## src/rtl/bit_router.sv

```systemverilog
// Registered bit router: each output bit takes a programmable input bit or a constant.
// Optional per-bit output inversion when BIT_ROUTER_INV_EN is defined.
module bit_router #(
  parameter int N_IN  = 20,
  parameter int N_OUT = 40,
  localparam int SEL_W = $clog2(N_IN + 2),
  localparam int AW    = (N_OUT > 1) ? $clog2(N_OUT) : 1,
`ifdef BIT_ROUTER_INV_EN
  localparam int RD_W  = SEL_W + 1
`else
  localparam int RD_W  = SEL_W
`endif
) (
  input  logic             clk,
  input  logic             rst_n,
  input  logic             in_valid,
  output logic             in_ready,
  input  logic [N_IN-1:0]  in_data,
  output logic             out_valid,
  input  logic             out_ready,
  output logic [N_OUT-1:0] out_data,
  input  logic             cfg_we,
  input  logic [AW-1:0]    cfg_addr,
  input  logic [SEL_W-1:0] cfg_sel,
`ifdef BIT_ROUTER_INV_EN
  input  logic             cfg_inv,
`endif
  output logic [RD_W-1:0]  cfg_rdata,
  output logic             cfg_err
);

  logic [SEL_W-1:0] table_q [N_OUT];
  logic [SEL_W-1:0] table_d [N_OUT];
  logic [N_OUT-1:0] mask_q, mask_d;
  logic             out_valid_q, out_valid_d;
  logic [N_OUT-1:0] out_data_q, out_data_d;
  logic             cfg_err_q, cfg_err_d;
  logic             accept, wr_ok;
  logic [N_OUT-1:0] routed;

  // Codes above N_IN-1 select a constant, so unused in_data bits never leak through.
  function automatic logic route(input logic [SEL_W-1:0] sel, input logic [N_IN-1:0] d);
    logic r;
    r = (sel == SEL_W'(N_IN + 1));
    for (int i = 0; i < N_IN; i++)
      if (sel == SEL_W'(i)) r = d[i];
    return r;
  endfunction

  assign in_ready  = !out_valid_q || out_ready;
  assign out_valid = out_valid_q;
  assign out_data  = out_data_q;
  assign cfg_err   = cfg_err_q;

  always_comb begin
    accept = in_valid && in_ready;
    wr_ok  = cfg_we && (int'(cfg_addr) < N_OUT) && (int'(cfg_sel) <= N_IN + 1);
    for (int k = 0; k < N_OUT; k++)
      routed[k] = route(table_q[k], in_data) ^ mask_q[k];
    out_valid_d = accept ? 1'b1 : (out_ready ? 1'b0 : out_valid_q);
    out_data_d  = accept ? routed : out_data_q;
    cfg_err_d   = cfg_we && !wr_ok;
  end

  always_comb begin
    mask_d = mask_q;
    for (int k = 0; k < N_OUT; k++) begin
      table_d[k] = table_q[k];
      if (wr_ok && cfg_addr == AW'(k)) begin
        table_d[k] = cfg_sel;
`ifdef BIT_ROUTER_INV_EN
        mask_d[k]  = cfg_inv;
`endif
      end
    end
  end

  always_comb begin
    cfg_rdata = '0;
    for (int k = 0; k < N_OUT; k++)
      if (cfg_addr == AW'(k)) begin
`ifdef BIT_ROUTER_INV_EN
        cfg_rdata = {mask_q[k], table_q[k]};
`else
        cfg_rdata = table_q[k];
`endif
      end
  end

  always_ff @(posedge clk) begin
    if (!rst_n) begin
      out_valid_q <= 1'b0;
      out_data_q  <= '0;
      cfg_err_q   <= 1'b0;
      mask_q      <= '0;
      for (int k = 0; k < N_OUT; k++)
        table_q[k] <= SEL_W'(k % N_IN);
    end else begin
      out_valid_q <= out_valid_d;
      out_data_q  <= out_data_d;
      cfg_err_q   <= cfg_err_d;
      mask_q      <= mask_d;
      for (int k = 0; k < N_OUT; k++)
        table_q[k] <= table_d[k];
    end
  end

endmodule
```

## config.mk

```make
export PLATFORM = sky130hd
export DESIGN_NAME = bit_router
export DESIGN_NICKNAME = d
export VERILOG_FILES = /design/src/rtl/bit_router.sv
export SDC_FILE = /design/constraint.sdc
export NUM_CORES = 1
export LEC_CHECK = 0
export BUFFER_PORTS_ARGS = -buffer_cell sky130_fd_sc_hd__buf_2
export CAP_MARGIN = 20
export CORE_UTILIZATION = 32
export DETAILED_ROUTE_END_ITERATION = 6
export PLACE_DENSITY_LB_ADDON = 0.2
export SETUP_SLACK_MARGIN = 0.5
export SLEW_MARGIN = 20
export SYNTH_ARGS = -nofsm -noshare
export SYNTH_HDL_FRONTEND = slang
export SYNTH_SLANG_ARGS = --single-unit
```

## constraint.sdc

```tcl
create_clock -name clk -period 4.9 [get_ports clk]
set_clock_uncertainty 0.05 [all_clocks]
set_input_delay 0.735 -clock clk [delete_from_list [all_inputs] [get_ports clk]]
set_output_delay 0.735 -clock clk [all_outputs]
set_load 0.01 [all_outputs]
```

Word level (Yosys, flattened, before mapping)
Memories as Yosys holds them, arrays and structs flattened.
Cells that the tools add are included.

word-level totals
  register bits = 42
  memory bits (writable) = 200
  output and inout port bits = 48
  word-level logic and storage cells = 1898
  memories kept = 1

cells by class
  order comparisons = 2
  equality and inequality tests = 839
  multiplexer cells = 924
  bitwise operators = 40
  reductions and logical operators = 89

memory list
  name     words  bits a word  rd ports  clocked after memory_dff  wr ports  RTL line  RTL
  table_q  40     5            40        0                         40        32        logic [SEL_W-1:0] table_q [N_OUT];

operators by type and width
  operator            count
  $eq 5x4->1 const B  320
  $eq 5x5->1 const B  200
  $mux 1              804
  $eq 5x3->1 const B  160
  $mux 5              120
  $eq 5x2->1 const B  80
  $eq 5x1->1 const B  40
  $logic_not 5->1     40
  $eq 6x5->1 const B  16
  $eq 6x4->1 const B  8
  $eq 6x6->1 const B  8
  $logic_and 1x1->1   44
  $or 1x1->1          40
  $eq 6x3->1 const B  4
  $eq 6x2->1 const B  2
  $eq 6x1->1 const B  1
  $logic_not 6->1     1
  $lt 6x6->1 const B  1
  $le 5x5->1 const B  1
  $logic_not 1->1     2
  $reduce_bool 2->1   1
  $logic_or 1x1->1    1

Logic depth before layout (Yosys ltp)
  word-level depth = 41
  mapped depth = 10
  depth with buffers taken out = 6

Worst setup path after synthesis
OpenSTA, ideal clock, no wires.

  kind = in2out
  start = input port cfg_addr[3]
  end = output port cfg_rdata[1]
  data arrival time = 2.391 ns
  required time = 4.115 ns
  slack = 1.724 ns
  stages on the path = 8
  path buffers = 2
  path through = buf_4 > or4b_1 > buf_4 > o32ai_1 > a221o_1 > and3_1 > nor4_1 > a211oi_1

on the way
  word-level cells in the longest chain between the ends = 41
  elaborated cells on any way between the ends = 80

ends and longest elaborated chain
  item                   RTL line  RTL
  start: declaration     23        input logic [AW-1:0] cfg_addr,
  $logic_not 6->1        81        if (cfg_addr == AW'(k)) begin
  $mux 5 (39 in series)  81
  $mux 5 (*)             81
  end: declaration       28        output logic [RD_W-1:0] cfg_rdata,

Every way passes the cells marked *; elsewhere a longest branch is shown, timed or not.

Worst setup path in the final report
  start = input port cfg_addr[5]
  end = output port cfg_rdata[2]

Same word-level chain as after synthesis.

==> qor.log <==
INFO  clocking       clk_pin_slew_worst_paths=0.05ns
INFO  sta            final_hold_viol_count=0
INFO  run            max_cap_viol_count=0
INFO  die            die_area=0.0734mm2
INFO  synthesis      yosys.cell_types.count=88
INFO  sta            worstMarginPinSlew=1.18ns
INFO  synthesis      synth-warning-count=0
INFO  status         status=finished, final reports clean
INFO  clocking       clkLatencyLatePin=0.55ns
INFO  global_routing globalRoute.totalOverflow=0
INFO  synthesis      ys_async_sr_fraction=0%
INFO  synthesis      synthFlopType=dfxtp_1
INFO  detailed_routing vias_per_cell=6.34
INFO  placed_design  globalplace.congestion=0.927
INFO  detailed_routing postRouteWirelength=106mm
INFO  die            chipHeight=271um
INFO  finish         multiInputGateArea=0.0163mm2
INFO  worst_setup_path critical_path_required=4.12ns
INFO  sta            setup-violations-final=0
INFO  clocking       post_cts_resize_count=0
INFO  power          switching_share=31.1%
INFO  worst_setup_path timing.rr.end=out_data[27]$_SDFFE_PN0P_
INFO  power          power_switching=1740uW
INFO  global_routing pin_count_of_the_biggest_net_entering_global_routing=134
INFO  sta            number_of_slew_limit_violations_in_the_final_report=0
INFO  power          max-vdd-ir-drop=0.000214V
INFO  power          power_density=225mW/mm2
INFO  synthesis      syn-cell-area=0.0231mm2
INFO  sta            setup_tns=0ns
INFO  sta            timing.final.crit_share=88.6%
INFO  worst_setup_path worstPathCellList=buf_2 > or4b_1 > buf_4 > nor2_1 > a21oi_1 > a22oi_1 > o41ai_1 > a211oi_1 > buf_2
INFO  clocking       cts.htree.levels=2
INFO  worst_hold_path worst_hold_startpoint=cfg_we
INFO  sta            grt_setup_unrepaired=no
INFO  die            placementRows=98
INFO  sta            relSlewSlack=21.2%
INFO  sta            layout_min_cycle_time=4.34ns
INFO  clocking       tritoncts_clock_tree=built
INFO  worst_setup_path cp_top_family=compound AO/OA/AOI/OAI gates
INFO  detailed_routing drc_markers=0
INFO  detailed_routing router_iterations_before_antenna_repair=6
INFO  finish         n_antenna_cell=0
INFO  worst_setup_path rrSetupSlack=2.55ns
INFO  clocking       postCtsHoldBufs=0
INFO  clocking       total_clock_buffers_created_by_cts=35
INFO  global_routing first_pass_grt_wire_length=156mm
INFO  finish         sequential_cell_area=0.00484mm2
INFO  die            fp.coreArea=0.0715mm2
INFO  worst_setup_path regToRegStartpoint=table_q[3][17]$_SDFFE_PN1P_
INFO  worst_setup_path critical_path.endpoint_type=primary output
INFO  synthesis      synth-edff-count=0
INFO  synthesis      synthesis.area_per_instance=7.06um2
INFO  worst_setup_path crit_type=in -> out
INFO  die            die-width=271um
INFO  worst_setup_path worstPathMaxFanout=24
INFO  placed_design  io_buffers=83
INFO  worst_setup_path worst_path_largest_cell_delay=0.81ns
INFO  power          clock_network_fraction_of_design_power=47.4%
INFO  finish         area_growth_syn_to_layout=7.25%
INFO  placed_design  detailed_place_hpwl=66.1mm
INFO  detailed_routing route.vias.total=25,600
INFO  power          power_frac_comb=16.2%
INFO  finish         finish.utilization=34.7%
INFO  synthesis      synth-seq-area-share=20.9%
INFO  global_routing globalRouteTotalUtil=27.8%
INFO  clocking       cts_root_buf=clkbuf_16
INFO  finish         num-fill-cells=7,628
INFO  detailed_routing detailedRoute.firstIterationViolations=3,357
INFO  die            io-pin-count=84
INFO  die            starting_utilization_of_the_core_area=32.4%
INFO  finish         nNetsFinal=3,090
INFO  clocking       numClockSinks=242
INFO  finish         layout-drive-gt1-share=11.2%
INFO  global_routing grt_antenna_before_repair=7
INFO  detailed_routing wire_length_per_cell_after_detailed_routing=26.3um
INFO  synthesis      synth_cells=3,280
INFO  clocking       cts-root-to-sink-buffers=3
INFO  worst_setup_path critPathSlowestCell=or4b_1
INFO  synthesis      synth_nets=3,316
INFO  synthesis      synth.ff_latch_count=242
INFO  sta            fmaxAchievable=0.230GHz
INFO  worst_setup_path arrival=3.56ns
INFO  worst_setup_path worstRegToRegCells=6
INFO  worst_setup_path worst_setup_path_start_kind=input pin
INFO  power          cellLeakagePower=0.00819uW
INFO  worst_setup_path crit_buf_inv=3
INFO  detailed_routing detail-route-antenna-nets=0
INFO  worst_hold_path worst_hold_path_type=in -> reg
INFO  power          cellInternalPower=3850uW
INFO  global_routing grt_pass1_vias=22,800
INFO  worst_setup_path critical-path-top-cell-by-count=buf_2
INFO  worst_hold_path whs_endpoint=cfg_err$_SDFF_PN0_
INFO  clocking       post_cts_buffers=0
INFO  power          sequentialPowerShare=36.4%
INFO  worst_hold_path hold_path_depth=3
[layer usage]
| metal | track usage [%] | part of all wire, % |
|---|---|---|
| met1 | 38.3 | 43 |
| met2 | 43.3 | 44 |
| met3 | 4.15 | 8.9 |
| met4 | 10.8 | 3.8 |
| met5 | 0 | 0.065 |
[registers in the layout, summed over array words and instances, names as in the netlist]
signal,flops
cfg_err,1
out_data,40
out_valid,1
table_q,200
[power by group through the flow]
stage	sequential [uW]	clock, uW	combinational, uW
after global placement	2080	0	878
after floorplan	2070	0	506
final	2030	2650	905
after CTS	2030	2690	883
after detailed placement	2080	0	880
after global routing	2040	2760	941
[cell usage after synthesis (52+ instances only)]
cell / count / area (um2)
nor2_1: 209 / 785
inv_1: 73 / 274
nor3_1: 75 / 375
nand2b_1: 70 / 438
o21ai_0: 399 / 2000
mux2i_1: 114 / 1140
clkbuf_1: 325 / 1220
nand3_1: 118 / 591
dfxtp_1: 242 / 4840
a21boi_1: 93 / 698
mux4_2: 62 / 1400
a21oi_1: 175 / 876
o211ai_1: 78 / 586
nand2_1: 381 / 1430
a31oi_1: 52 / 325
nor2b_1: 56 / 350
[worst reg2reg max path: cells and delay by family (launching register included)]
kind	cells	cell delay (ns)
and+or+nand+nor	2	0.79
DFF	1	0.84
AOI/OAI and AO/OA	4	0.55
[cell usage in the layout (no fill, tap or decap), types with 56 or more instances in the layout]
cell | netlist | final
inv_1 | 73 | 72
buf_4 | 13 | 64
mux4_2 | 62 | 62
a21oi_1 | 175 | 175
a21boi_1 | 93 | 93
nor2b_1 | 56 | 56
dfxtp_1 | 242 | 242
nand3_1 | 118 | 118
mux2i_1 | 114 | 114
nand2b_1 | 70 | 70
nand2_1 | 381 | 379
buf_2 | 46 | 80
nor3_1 | 75 | 75
o21ai_0 | 399 | 399
nor2_1 | 209 | 209
o211ai_1 | 78 | 78
[through the flow]
stage	std cells	hold slack [ns]	total power (uW)	setup slack, ns	instance area, um2
after floorplan	3280	0.435	2570	1.72	23100
after global placement	3967	0.409	2950	0.668	23700
after detailed placement	3967	0.410	2960	0.688	23700
after CTS	4029	0.338	5610	0.695	24800
after global routing	4029	0.387	5740	0.552	24800
final	4029	0.368	5590	0.559	24800
[logic make-up after synthesis]
family | Yosys count | share of synthesized area, %
XOR/XNOR | 9 | 0.341
multiplexers | 195 | 11.9
AND/OR/NAND/NOR | 1174 | 25.9
AO/OA/AOI/OAI | 1171 | 32.5
flip-flops | 242 | 20.9
buffers and inverters | 489 | 8.45
[worst max-delay path by stage]
stage                           start            to  slack (ns)  depth (start not counted)
after detailed placement  cfg_addr[5]  cfg_rdata[2]        0.69                          9
after floorplan           cfg_addr[3]  cfg_rdata[1]        1.72                          8
after global placement    cfg_addr[5]  cfg_rdata[2]        0.67                          9
after global routing      cfg_addr[4]  cfg_rdata[2]        0.55                          9
after CTS                 cfg_addr[5]  cfg_rdata[2]        0.70                          9
final                     cfg_addr[5]  cfg_rdata[2]        0.56                          9
[final cells by class]
class	count	area share, %
multi-input cells	2549	65.9
flip-flops and latches	242	19.5
well taps	950	4.79
clock buffers	49	4.19
repair buffers	150	4.00
inverters	76	1.15
clock inverters	13	0.489
Power figures use the tool's default switching activity.
